===== config.mk =====
export PLATFORM = sky130hd
export DESIGN_NAME = lcd_writer
export DESIGN_NICKNAME = d
export VERILOG_FILES = /design/src/rtl/lcd_pkg.sv /design/src/rtl/lcd_timer.sv /design/src/rtl/lcd_writer.sv
export SDC_FILE = /design/constraint.sdc
export NUM_CORES = 1
export LEC_CHECK = 0
export CAP_MARGIN = 10
export CORE_ASPECT_RATIO = 0.7
export CORE_MARGIN = 3
export CORE_UTILIZATION = 50
export CTS_CLUSTER_DIAMETER = 50
export DETAILED_ROUTE_END_ITERATION = 8
export PLACE_DENSITY = 0.74
export SLEW_MARGIN = 20
export SYNTH_ARGS = -nofsm -noshare
export SYNTH_HDL_FRONTEND = slang
export SYNTH_SLANG_ARGS = --single-unit

===== constraint.sdc =====
create_clock -name clk -period 4 [get_ports clk]
set_clock_uncertainty 0.05 [all_clocks]
set_input_delay 0.6 -clock clk [delete_from_list [all_inputs] [get_ports clk]]
set_output_delay 0.6 -clock clk [all_outputs]
set_load 0.1 [all_outputs]

===== src/rtl/lcd_pkg.sv =====
// lcd_pkg: shared definitions for the LCD writer and init sequencer.
//   - FSM state constants for lcd_writer
//   - HD44780 command byte constants
//   - default timing constants in clk cycles at 50 MHz
//   - configuration ROM lookup and long-command classification
package lcd_pkg;

    localparam logic [2:0] ST_IDLE  = 3'd0;
    localparam logic [2:0] ST_SETUP = 3'd1;
    localparam logic [2:0] ST_PULSE = 3'd2;
    localparam logic [2:0] ST_HOLD  = 3'd3;
    localparam logic [2:0] ST_WAIT  = 3'd4;
    localparam logic [2:0] ST_READY = 3'd5;

    localparam logic [7:0] CMD_FUNC_SET = 8'h38;
    localparam logic [7:0] CMD_ENTRY    = 8'h06;
    localparam logic [7:0] CMD_DISP_ON  = 8'h0C;
    localparam logic [7:0] CMD_CLEAR    = 8'h01;
    localparam logic [7:0] CMD_HOME     = 8'h02;
    localparam logic [7:0] CMD_LINE1    = 8'h80;
    localparam logic [7:0] CMD_LINE2    = 8'hC0;

    localparam int unsigned DEF_E_CYCLES   = 12;
    localparam int unsigned DEF_WAIT_CMD   = 2000;
    localparam int unsigned DEF_WAIT_CLEAR = 82000;

    // Wide enough for the longest wait (82000) without wrapping.
    localparam int unsigned TIMER_W = 17;

    function automatic logic [7:0] cfg_rom(input logic [1:0] idx);
        case (idx)
            2'd0:    return CMD_FUNC_SET;
            2'd1:    return CMD_ENTRY;
            2'd2:    return CMD_DISP_ON;
            default: return CMD_CLEAR;
        endcase
    endfunction

    // Clear and home need the long execution wait.
    function automatic logic is_long_cmd(input logic rs, input logic [7:0] b);
        return !rs && ((b == CMD_CLEAR) || (b == CMD_HOME));
    endfunction

endpackage


===== src/rtl/lcd_timer.sv =====
// lcd_timer: loadable down-counter with zero flag.
//   clk, reset  : clock, synchronous active-high reset
//   load        : load load_val this cycle
//   load_val    : count to load
//   zero        : count has reached zero (holds at zero)
module lcd_timer
    import lcd_pkg::*;
(
    input  logic               clk,
    input  logic               reset,
    input  logic               load,
    input  logic [TIMER_W-1:0] load_val,
    output logic               zero
);

    logic [TIMER_W-1:0] count;

    always_ff @(posedge clk) begin
        if (reset) begin
            count <= '0;
        end else if (load) begin
            count <= load_val;
        end else if (count != '0) begin
            count <= count - 1'b1;
        end
    end

    assign zero = (count == '0);

endmodule


===== src/rtl/lcd_writer.sv =====
// lcd_writer: sends the HD44780 configuration bytes after init_done, then
// forwards application bytes over a valid/ready handshake, generating
// lcd_rs/lcd_e/lcd_db with setup, enable pulse and execution wait.
// Bus outputs are zero when idle so they can be ORed with the init sequencer.
//   clk, reset          : clock, synchronous active-high reset
//   init_done           : one-cycle start pulse from init sequencer
//   wr_valid/wr_ready   : application byte handshake
//   wr_rs, wr_data      : register select and byte to write
//   cfg_done            : configuration finished (sticky until reset)
//   lcd_db/lcd_rs/lcd_rw/lcd_e : LCD bus (lcd_rw tied 0)
// Optional: define LCD_AUTO_WRAP_EN to insert line-change commands at
// columns 16 and 32 of a 2x16 display.
module lcd_writer
    import lcd_pkg::*;
#(
    parameter int unsigned E_CYCLES   = DEF_E_CYCLES,
    parameter int unsigned WAIT_CMD   = DEF_WAIT_CMD,
    parameter int unsigned WAIT_CLEAR = DEF_WAIT_CLEAR
) (
    input  logic       clk,
    input  logic       reset,
    input  logic       init_done,
    input  logic       wr_valid,
    input  logic       wr_rs,
    input  logic [7:0] wr_data,
    output logic       wr_ready,
    output logic       cfg_done,
    output logic [7:0] lcd_db,
    output logic       lcd_rs,
    output logic       lcd_rw,
    output logic       lcd_e
);

    // Timer loads count-1 so a state lasting N cycles exits on the Nth.
    localparam logic [TIMER_W-1:0] LD_PULSE = TIMER_W'(E_CYCLES - 1);
    localparam logic [TIMER_W-1:0] LD_CMD   = TIMER_W'(WAIT_CMD - 1);
    localparam logic [TIMER_W-1:0] LD_CLEAR = TIMER_W'(WAIT_CLEAR - 1);

    logic [2:0]         state, state_nx;
    logic               cur_rs;
    logic [7:0]         cur_data;
    logic [1:0]         cfg_idx;
    logic               cfg_done_r;
    logic               more_cfg;
    logic               pend_valid;
    logic               tmr_load, tmr_zero;
    logic [TIMER_W-1:0] tmr_val;
    logic               bus_on;

`ifdef LCD_AUTO_WRAP_EN
    logic [7:0] pend_data;
    logic [4:0] col;
    logic       wrapped;   // column counter passed 31; next char needs line 1
`else
    assign pend_valid = 1'b0;
`endif

    lcd_timer u_timer (
        .clk      (clk),
        .reset    (reset),
        .load     (tmr_load),
        .load_val (tmr_val),
        .zero     (tmr_zero)
    );

    assign more_cfg = !cfg_done_r && (cfg_idx != 2'd3);

    always_comb begin
        state_nx = state;
        case (state)
            ST_IDLE:  if (init_done) state_nx = ST_SETUP;
            ST_SETUP: if (tmr_zero)  state_nx = ST_PULSE;
            ST_PULSE: if (tmr_zero)  state_nx = ST_HOLD;
            ST_HOLD:  if (tmr_zero)  state_nx = ST_WAIT;
            ST_WAIT:  if (tmr_zero)  state_nx = (more_cfg || pend_valid) ? ST_SETUP : ST_READY;
            ST_READY: if (wr_valid)  state_nx = ST_SETUP;
            default:                 state_nx = ST_IDLE;
        endcase
    end

    // Every transition is a state entry, so the timer reloads on any change.
    always_comb begin
        tmr_load = (state_nx != state);
        tmr_val  = '0;
        case (state_nx)
            ST_PULSE: tmr_val = LD_PULSE;
            ST_WAIT:  tmr_val = is_long_cmd(cur_rs, cur_data) ? LD_CLEAR : LD_CMD;
            default:  tmr_val = '0;
        endcase
    end

    always_ff @(posedge clk) begin
        if (reset) begin
            state      <= ST_IDLE;
            cur_rs     <= 1'b0;
            cur_data   <= '0;
            cfg_idx    <= '0;
            cfg_done_r <= 1'b0;
`ifdef LCD_AUTO_WRAP_EN
            pend_valid <= 1'b0;
            pend_data  <= '0;
            col        <= '0;
            wrapped    <= 1'b0;
`endif
        end else begin
            state <= state_nx;
            case (state)
                ST_IDLE: begin
                    if (init_done) begin
                        cur_rs   <= 1'b0;
                        cur_data <= cfg_rom(2'd0);
                        cfg_idx  <= 2'd0;
                    end
                end
                ST_WAIT: begin
                    if (tmr_zero) begin
                        if (more_cfg) begin
                            cfg_idx  <= cfg_idx + 2'd1;
                            cur_data <= cfg_rom(cfg_idx + 2'd1);
`ifdef LCD_AUTO_WRAP_EN
                        end else if (pend_valid) begin
                            cur_rs     <= 1'b1;
                            cur_data   <= pend_data;
                            pend_valid <= 1'b0;
`endif
                        end else begin
                            cfg_done_r <= 1'b1;
                        end
                    end
                end
                ST_READY: begin
                    if (wr_valid) begin
`ifdef LCD_AUTO_WRAP_EN
                        // A line-change command goes out first; the character
                        // waits in pend_data until that transaction finishes.
                        if (wr_rs && (col == 5'd16)) begin
                            cur_rs     <= 1'b0;
                            cur_data   <= CMD_LINE2;
                            pend_valid <= 1'b1;
                            pend_data  <= wr_data;
                        end else if (wr_rs && (col == 5'd0) && wrapped) begin
                            cur_rs     <= 1'b0;
                            cur_data   <= CMD_LINE1;
                            pend_valid <= 1'b1;
                            pend_data  <= wr_data;
                            wrapped    <= 1'b0;
                        end else begin
                            cur_rs   <= wr_rs;
                            cur_data <= wr_data;
                        end
                        if (wr_rs) begin
                            col <= col + 5'd1;
                            if (col == 5'd31) wrapped <= 1'b1;
                        end else if (is_long_cmd(1'b0, wr_data)) begin
                            col     <= '0;
                            wrapped <= 1'b0;
                        end else if (wr_data[7]) begin
                            col     <= {wr_data[6], wr_data[3:0]};
                            wrapped <= 1'b0;
                        end
`else
                        cur_rs   <= wr_rs;
                        cur_data <= wr_data;
`endif
                    end
                end
                default: ;
            endcase
        end
    end

    assign bus_on   = (state == ST_SETUP) || (state == ST_PULSE) ||
                      (state == ST_HOLD)  || (state == ST_WAIT);
    assign lcd_db   = bus_on ? cur_data : '0;
    assign lcd_rs   = bus_on & cur_rs;
    assign lcd_e    = (state == ST_PULSE);
    assign lcd_rw   = 1'b0;
    assign wr_ready = (state == ST_READY);
    assign cfg_done = cfg_done_r;

endmodule


# After elaboration in Yosys (flattened, before gate mapping)
# Index checks and enable logic that the tools add are counted.
[word_totals]
inputBits = 13
out_inout_bits = 13
elab_cells = 73
ff_bits = 32
[op_classes]
n_eq_ne = 17
reduce_logical = 20
n_mux = 26
bitwise_logic = 2
addsub = 2
[ops]
columns = ["op", "count"]
rows = [
  ["$mux 17", 3],
  ["$mux 8", 5],
  ["$pmux 17 s2", 1],
  ["$pmux 8 s3", 1],
  ["$mux 3", 7],
  ["$pmux 3 s6", 1],
  ["$pmux 6 s3", 1],
  ["$logic_not 17->1", 1],
  ["$reduce_bool 17->1", 1],
  ["$sub 17x1->17 const B", 1],
  ["$ne 2x2->1 const B", 5],
  ["$eq 3x2->1 const B", 3],
  ["$eq 3x3->1 const B", 3],
  ["$eq 8x1->1 const B", 1],
  ["$eq 8x2->1 const B", 1],
  ["$mux 2", 3],
  ["$reduce_and 3->1", 2],
  ["$reduce_bool 2->1", 3],
  ["$reduce_and 5->1", 1],
  ["$logic_or 1x1->1", 4],
  ["$pmux 2 s2", 1],
  ["$reduce_and 4->1", 1],
  ["$eq 3x1->1 const B", 1],
  ["$logic_not 3->1", 1],
  ["other kinds (12)", 15],
]

# Depth between registers and ports, before layout
# Gate-level depths: netlist of the first run.
[depth]
word_depth = 8
depth_mapped = 8
ltp_nobuf = 7

# Cells and area by module
# From an unflattened synthesis of the first run, not the netlist that was laid out.
[unflattened]
hier_cells = 237
hier_area_um2 = 1955.6
[modules_own_cells]
columns = ["mod", "instances", "seq_area_each_um2", "area_each_um2", "cells_per_inst"]
rows = [
  ["lcd_writer", 1, 300.3, 1024.7, 125],
  ["lcd_timer", 1, 340.3, 930.9, 112],
]

# Worst setup path after synthesis of the first run
# No wires, ideal clock.
[synth_path]
kind = "reg2reg"
start = "register state[1]"
end = "register u_timer.count[14]"
stages_incl_launch_ff = 6
synth_period_minus_slack_ns = 3.698
setup_slack_ns = 0.302
arrival_ns = 3.517
path_buffers = 1
t_required_ns = 3.819
setup_time_ns = 0.131
cell_sequence = "dfxtp_1 clkbuf_1 nor3b_1 a31oi_1 nand3_1 o32ai_1"
[synth_between]
elab_chain_cells = 5
elab_cells_between_ends = 19
classes_between = "8 x eq/ne; 9 x mux; 2 x reduce/logical"
[synth_rtl]
columns = ["item", "line", "source"]
rows = [
  ["from (decl)", "lcd_writer.sv:39", "logic [2:0] state, state_nx;"],
  ["from (signal assigned)", "lcd_writer.sv:106", "state <= state_nx;"],
  ["$eq 3x2->1 *", "n/a", ""],
  ["named net lcd_e", "lcd_writer.sv:31", "output logic lcd_e"],
  ["$pmux 3 s6 *", "lcd_writer.sv:70", "case (state)"],
  ["$eq 3x3->1 / $eq 3x2->1 (equally long branches)", "lcd_writer.sv:85", "case (state_nx)"],
  ["$pmux 17 s2", "lcd_writer.sv:85", ""],
  ["$mux 17", "lcd_timer.sv:21", "end else if (load) begin"],
  ["to (signal assigned)", "lcd_timer.sv:22", "count <= load_val;"],
  ["to (signal assigned)", "lcd_timer.sv:24", "count <= count - 1'b1;"],
  ["to (decl)", "lcd_timer.sv:16", "logic [TIMER_W-1:0] count;"],
]
# Mark *: on every way through the listed nets, which the timed path passes. The rest lies on a longest branch.
# A chain may end at the register's enable or synchronous reset.

# Final worst setup path of the first run
[layout_path]
start = "register state[0]"
end = "output port lcd_e"
[layout_between]
elab_chain_cells = 1
[layout_rtl]
columns = ["item", "line", "source"]
rows = [
  ["$eq 3x2->1", "lcd_writer.sv:176", "assign lcd_e = (state == ST_PULSE);"],
  ["to (decl)", "lcd_writer.sv:31", ""],
]
# No other way between the ends.

==> reports/summary.txt, run 1 <==
Total Nets Final -> 277
post-route ant nets -> 0
TritonCTS clock tree -> yes
Tmin final -> 3050 ps
pwr/cell area -> 681 mW/mm^2
clock root buffer -> clkbuf_8
Internal -> 843 uW
most frequent cells in the layout -> 32 x dfxtp_1, 21 x nor2_1, 18 x nand2_1
sw power -> 703 uW
Core ar. -> 0.00363 sq mm
final setup violation count -> 0
setup TNS -> 0 ps
predominant post-synthesis flop cell -> dfxtp_1
pins over their slew limit -> 0
sw frac -> 0.455
Async SR Flop Fraction -> 0
total track usage -> 0.223
CP required -> 3350 ps
DR pass1 iterations -> 5
Die W -> 80.3 um
Synth Register Bits -> 32
Initial Util -> 0.533
Mapped Cells -> 240
# fillers -> 320
CTS Buf Count -> 5
commonest non-fill, non-tap cell in the layout -> dfxtp_1
Clk Latency, worst-skew pair -> 290 ps
Final HPWL DP -> 3.49 mm
sequential share of power -> 0.292
initial antenna violation count -> 0
relative slew slack -> 0.353
max-cap violation count -> 0
via/cell ratio -> 5.90
Hold WC Path Type -> register to register
Layout area overhead -> 17.6%
Max IR drop VDD -> 396 uV
highest clock rate -> 328 MHz
total die area -> 0.00466 sq mm
Cell variety after synth -> 51
worst-path maximum fanout -> 24
PostCTS Resize Cnt -> 0
Synthesized Nets -> 258
# port buffers -> 24
critical path startpoint category -> register
I/O pin count -> 26
total gr overflow -> 0
clk slew on worst S/H paths -> 70 ps
total power -> 1550 uW
synth warn -> 0
Cell Area, Synth -> 0.00193 sq mm
share of post-route cells with drive strength above 1 -> 0.100
critical path class -> register to output port
leak pwr -> 0.000883 uW
worst hold stages -> 2
status -> complete, no violations
first-pass GRT wire length -> 7.94 mm
Via Count -> 1,828
number of synthesized flops with an enable pin -> 0
Mean Syn Cell Area -> 8.05 sq um
vias in the first global route -> 1,565
Tightest Pin Transition -> 968 ps
DRC violations left -> 0
Final Hold Violating Endpoints -> 0
Antenna diodes -> 0
die height -> 58.0 um
largest net degree at the start of global routing -> 27
deepest clock path buffer count -> 2
CTS sink cnt -> 32
RSZ-0062 raised after global routing -> false
CTS H-tree lvls -> 2
Critical Path AT -> 2400 ps
critical path capture point type -> output port
fin crit share -> 0.762
DRT Wirelength -> 4.80 mm
Setup Fix Bufs, Post-CTS -> 0
RD Place Congestion -> 0.901
post-synthesis sequential area ratio -> 0.332
initial DRC count -> 137
Reg2Reg Depth -> 5
Row Count -> 18
hold_buf cts -> 0
clock power share -> 0.203
Gate power share -> 0.505
DR WL/cell -> 15.5 um
[critical path, cell delays in order (launching register included)]
cell             delay [ps]
dfxtp_1                 550
nor3b_1                 370
clkdlybuf4s50_1        1180
[final timing paths]
kind                    start                end  slack [ps]
setup / recovery     state[0]              lcd_e         950
hold / removal    cur_data[6]        cur_data[6]         420
setup reg to reg     state[0]  u_timer.count[10]        1540
hold reg to reg   cur_data[6]        cur_data[6]         420
[power groups by stage]
| stage | combinational, uW | clock [uW] | sequential [uW] |
|---|---|---|---|
| after global routing | 856 | 332 | 465 |
| after CTS | 770 | 319 | 449 |
| final | 780 | 314 | 451 |
| after global placement | 758 | 0 | 454 |
| after floorplan | 659 | 0 | 416 |
| after detailed placement | 762 | 0 | 457 |
[metrics by stage]
step | area (sq um) | setup WS (ps) | cells | hold slack (ps) | util
2_1_floorplan | 1930 | 302 | 240 | 402 | -
3_3_place_gp | 2160 | 1280 | 302 | 417 | 0.596
3_5_place_dp | 2160 | 1260 | 302 | 418 | 0.596
4_1_cts | 2270 | 934 | 310 | 426 | 0.626
5_1_grt | 2270 | 792 | 310 | 451 | 0.626
6_report | 2270 | 953 | 310 | 423 | 0.626
[cells in the mapped netlist, types with 6 or more instances]
master / number / area (sq um)
inv_1: 6 / 22.5
nor4_1: 7 / 43.8
nand2_1: 18 / 67.6
clkbuf_1: 10 / 37.5
xnor2_1: 7 / 61.3
xor2_1: 9 / 78.8
nand3_1: 15 / 75.1
a21oi_1: 16 / 80.1
nor3_1: 9 / 45.0
o21ai_0: 7 / 35.0
dfxtp_1: 32 / 641
and2_1: 10 / 62.6
a31oi_1: 6 / 37.5
nor2_1: 21 / 78.8
[sequential cells by signal, summed over array words and instances (netlist names)]
register / count
cur_data: 8
cfg_done: 1
state: 3
cur_rs: 1
cfg_idx: 2
u_timer.count: 17
[area by class of cell]
cell class	instances	area [sq um]	area share
Timing Repair Buffer	24	215	0.0948
Clock inverter	3	42.5	0.0187
Inverter	6	22.5	0.00992
Multi-Input combinational cell	190	1220	0.537
Tap cell	50	62.6	0.0275
Sequential cell	32	641	0.282
Clock buffer	5	68.8	0.0303
[metal layers]
metal  track usage  vias to the layer above  routed length, um
met5             0                        -                  0
met4        0.0771                        0                 62
met3        0.0621                        7                416
met2         0.282                       81               1810
met1         0.351                      831               2510
li1              -                      909                  -
[cell families after synthesis]
| logic type | count (synthesis) | share of synthesized area |
|---|---|---|
| and+or+nand+nor | 111 | 0.312 |
| AOI/OAI and AO/OA | 53 | 0.192 |
| DFF | 32 | 0.332 |
| buffers and inverters | 18 | 0.0376 |
| xor gates and xnor gates | 16 | 0.0725 |
| adders and majority gates | 5 | 0.0324 |
| muxes | 4 | 0.0207 |
| other | 1 | 0.00194 |
(Power assumes the default switching activity.)
==> run 2, diff against run 1 <==
- clock period: 4 -> 3.05 ns (I/O delays scaled with it)
==> run 2 against run 1 <==
Net effect: sequential power is 27% higher; sequential cell count stayed put; critical path depth is 2 higher; setup slack worse by 370 ps; die area stayed put; clock power is 14% higher; non-clock buffer count is 2 higher; power is 30% higher; sequential share of layout area is 1.3 points lower; count of clock-buffer cells in the layout is 2 higher; critical path type unchanged; critical endpoint is now lcd_db[2].
==> reports/summary.txt, run 2 (same netlist as run 1, synthesis figures left out) <==
status -> complete, no violations
Max IR drop VDD -> 515 uV
largest net degree at the start of global routing -> 21
Final Hold Violating Endpoints -> 0
Gate power share -> 0.536
Reg2Reg Depth -> 5
TritonCTS clock tree -> yes
hold_buf cts -> 0
Setup Fix Bufs, Post-CTS -> 0
max-cap violation count -> 0
critical path startpoint category -> register
DRT Wirelength -> 4.78 mm
Final HPWL DP -> 3.63 mm
sw frac -> 0.456
Largest regs -> u_timer.count: 17 flops, cur_data: 8 flops, state: 3 flops
DR WL/cell -> 15.4 um
Largest register FFs -> 17
initial DRC count -> 199
Clk Latency, worst-skew pair -> 290 ps
share of post-route cells with drive strength above 1 -> 0.115
RSZ-0062 raised after global routing -> false
final setup violation count -> 0
setup TNS -> 0 ps
Via Count -> 1,845
sw power -> 916 uW
RD Place Congestion -> 0.916
sequential share of power -> 0.286
total power -> 2010 uW
relative slew slack -> 0.589
Hold Path End -> cur_data[2]
critical path capture point type -> output port
clock power share -> 0.178
Util after Layout -> 0.657
reg2reg start -> u_timer.count[4]
I/O pin count -> 26
first-pass GRT wire length -> 8.07 mm
fin crit share -> 0.810
initial antenna violation count -> 0
DRC violations left -> 0
# port buffers -> 24
via/cell ratio -> 5.93
CTS sink cnt -> 32
most frequent cells in the layout -> 32 x dfxtp_1, 21 x nor2_1, 18 x nand2_1
CTS Buf Count -> 5
Initial Util -> 0.533
Top reg by flops -> u_timer.count
clock root buffer -> clkbuf_8
RR Endpoint -> cur_data[3]
post-route ant nets -> 0
CTS H-tree lvls -> 2
Tmin final -> 2470 ps
worst hold stages -> 2
clk slew on worst S/H paths -> 60 ps
vias in the first global route -> 1,698
CP required -> 2540 ps
HP Start -> cur_data[2]
deepest clock path buffer count -> 2
worst-path maximum fanout -> 14
Hold WC Path Type -> register to register
Tightest Pin Transition -> 611 ps
Antenna diodes -> 0
Hold Slack -> 438 ps
highest clock rate -> 405 MHz
# fillers -> 322
Internal -> 1090 uW
pwr/cell area -> 843 mW/mm^2
total track usage -> 0.228
DR pass1 iterations -> 5
R2R setup slack -> 700 ps
total gr overflow -> 0
Row Count -> 18
Core ar. -> 0.00363 sq mm
Total Nets Final -> 279
commonest non-fill, non-tap cell in the layout -> dfxtp_1
Die W -> 80.3 um
Layout area overhead -> 23.4%
PostCTS Resize Cnt -> 0
critical path class -> register to output port
pins over their slew limit -> 0
die height -> 58.0 um
total die area -> 0.00466 sq mm
leak pwr -> 0.000921 uW
Critical Path AT -> 1960 ps
-- run 2: worst max-delay path by stage --
stage                  start                 to
floorplan           state[2]           wr_ready
global placement    wr_valid  u_timer.count[10]
detailed placement  wr_valid  u_timer.count[10]
CTS                 state[1]          lcd_db[2]
global route        state[1]          lcd_db[2]
finish              state[1]          lcd_db[2]
-- run 2: area by class of cell --
type / count / area (sq um) / area share
Clock buffer: 7 / 96.3 / 0.0404
Inverter: 6 / 22.5 / 0.00945
Multi-Input combinational cell: 190 / 1220 / 0.513
Sequential cell: 32 / 641 / 0.269
Tap cell: 50 / 62.6 / 0.0262
Timing Repair Buffer: 26 / 338 / 0.142
-- run 2: critical path: stages (launching register included) --
cell and delay (ps):
dfxtp_1 590, nor2_1 190, xnor2_1 450, and2_1 250, buf_12 180
-- run 2: power by group through the flow --
stage               Combinational (uW)  Sequential (uW)  Clock, uW
detailed placement                1060              581          0
global route                      1190              590        375
global placement                  1050              581          0
finish                            1080              575        358
CTS                               1060              573        363
floorplan                          866              545          0
-- run 2: metrics by stage --
stage	worst slack [ps]	std cells	area [sq um]
after CTS	525	311	2380
after global placement	635	304	2290
after floorplan	402	240	1940
final	581	311	2380
after global routing	347	311	2380
after detailed placement	579	304	2290
-- run 2: routing by layer --
metal / track usage / vias to the layer above / part of all wire
li1: - / 918 / -
met1: 0.355 / 854 / 0.52
met2: 0.291 / 65 / 0.37
met3: 0.0668 / 8 / 0.093
met4: 0.0843 / 0 / 0.016
met5: 0 / - / 0
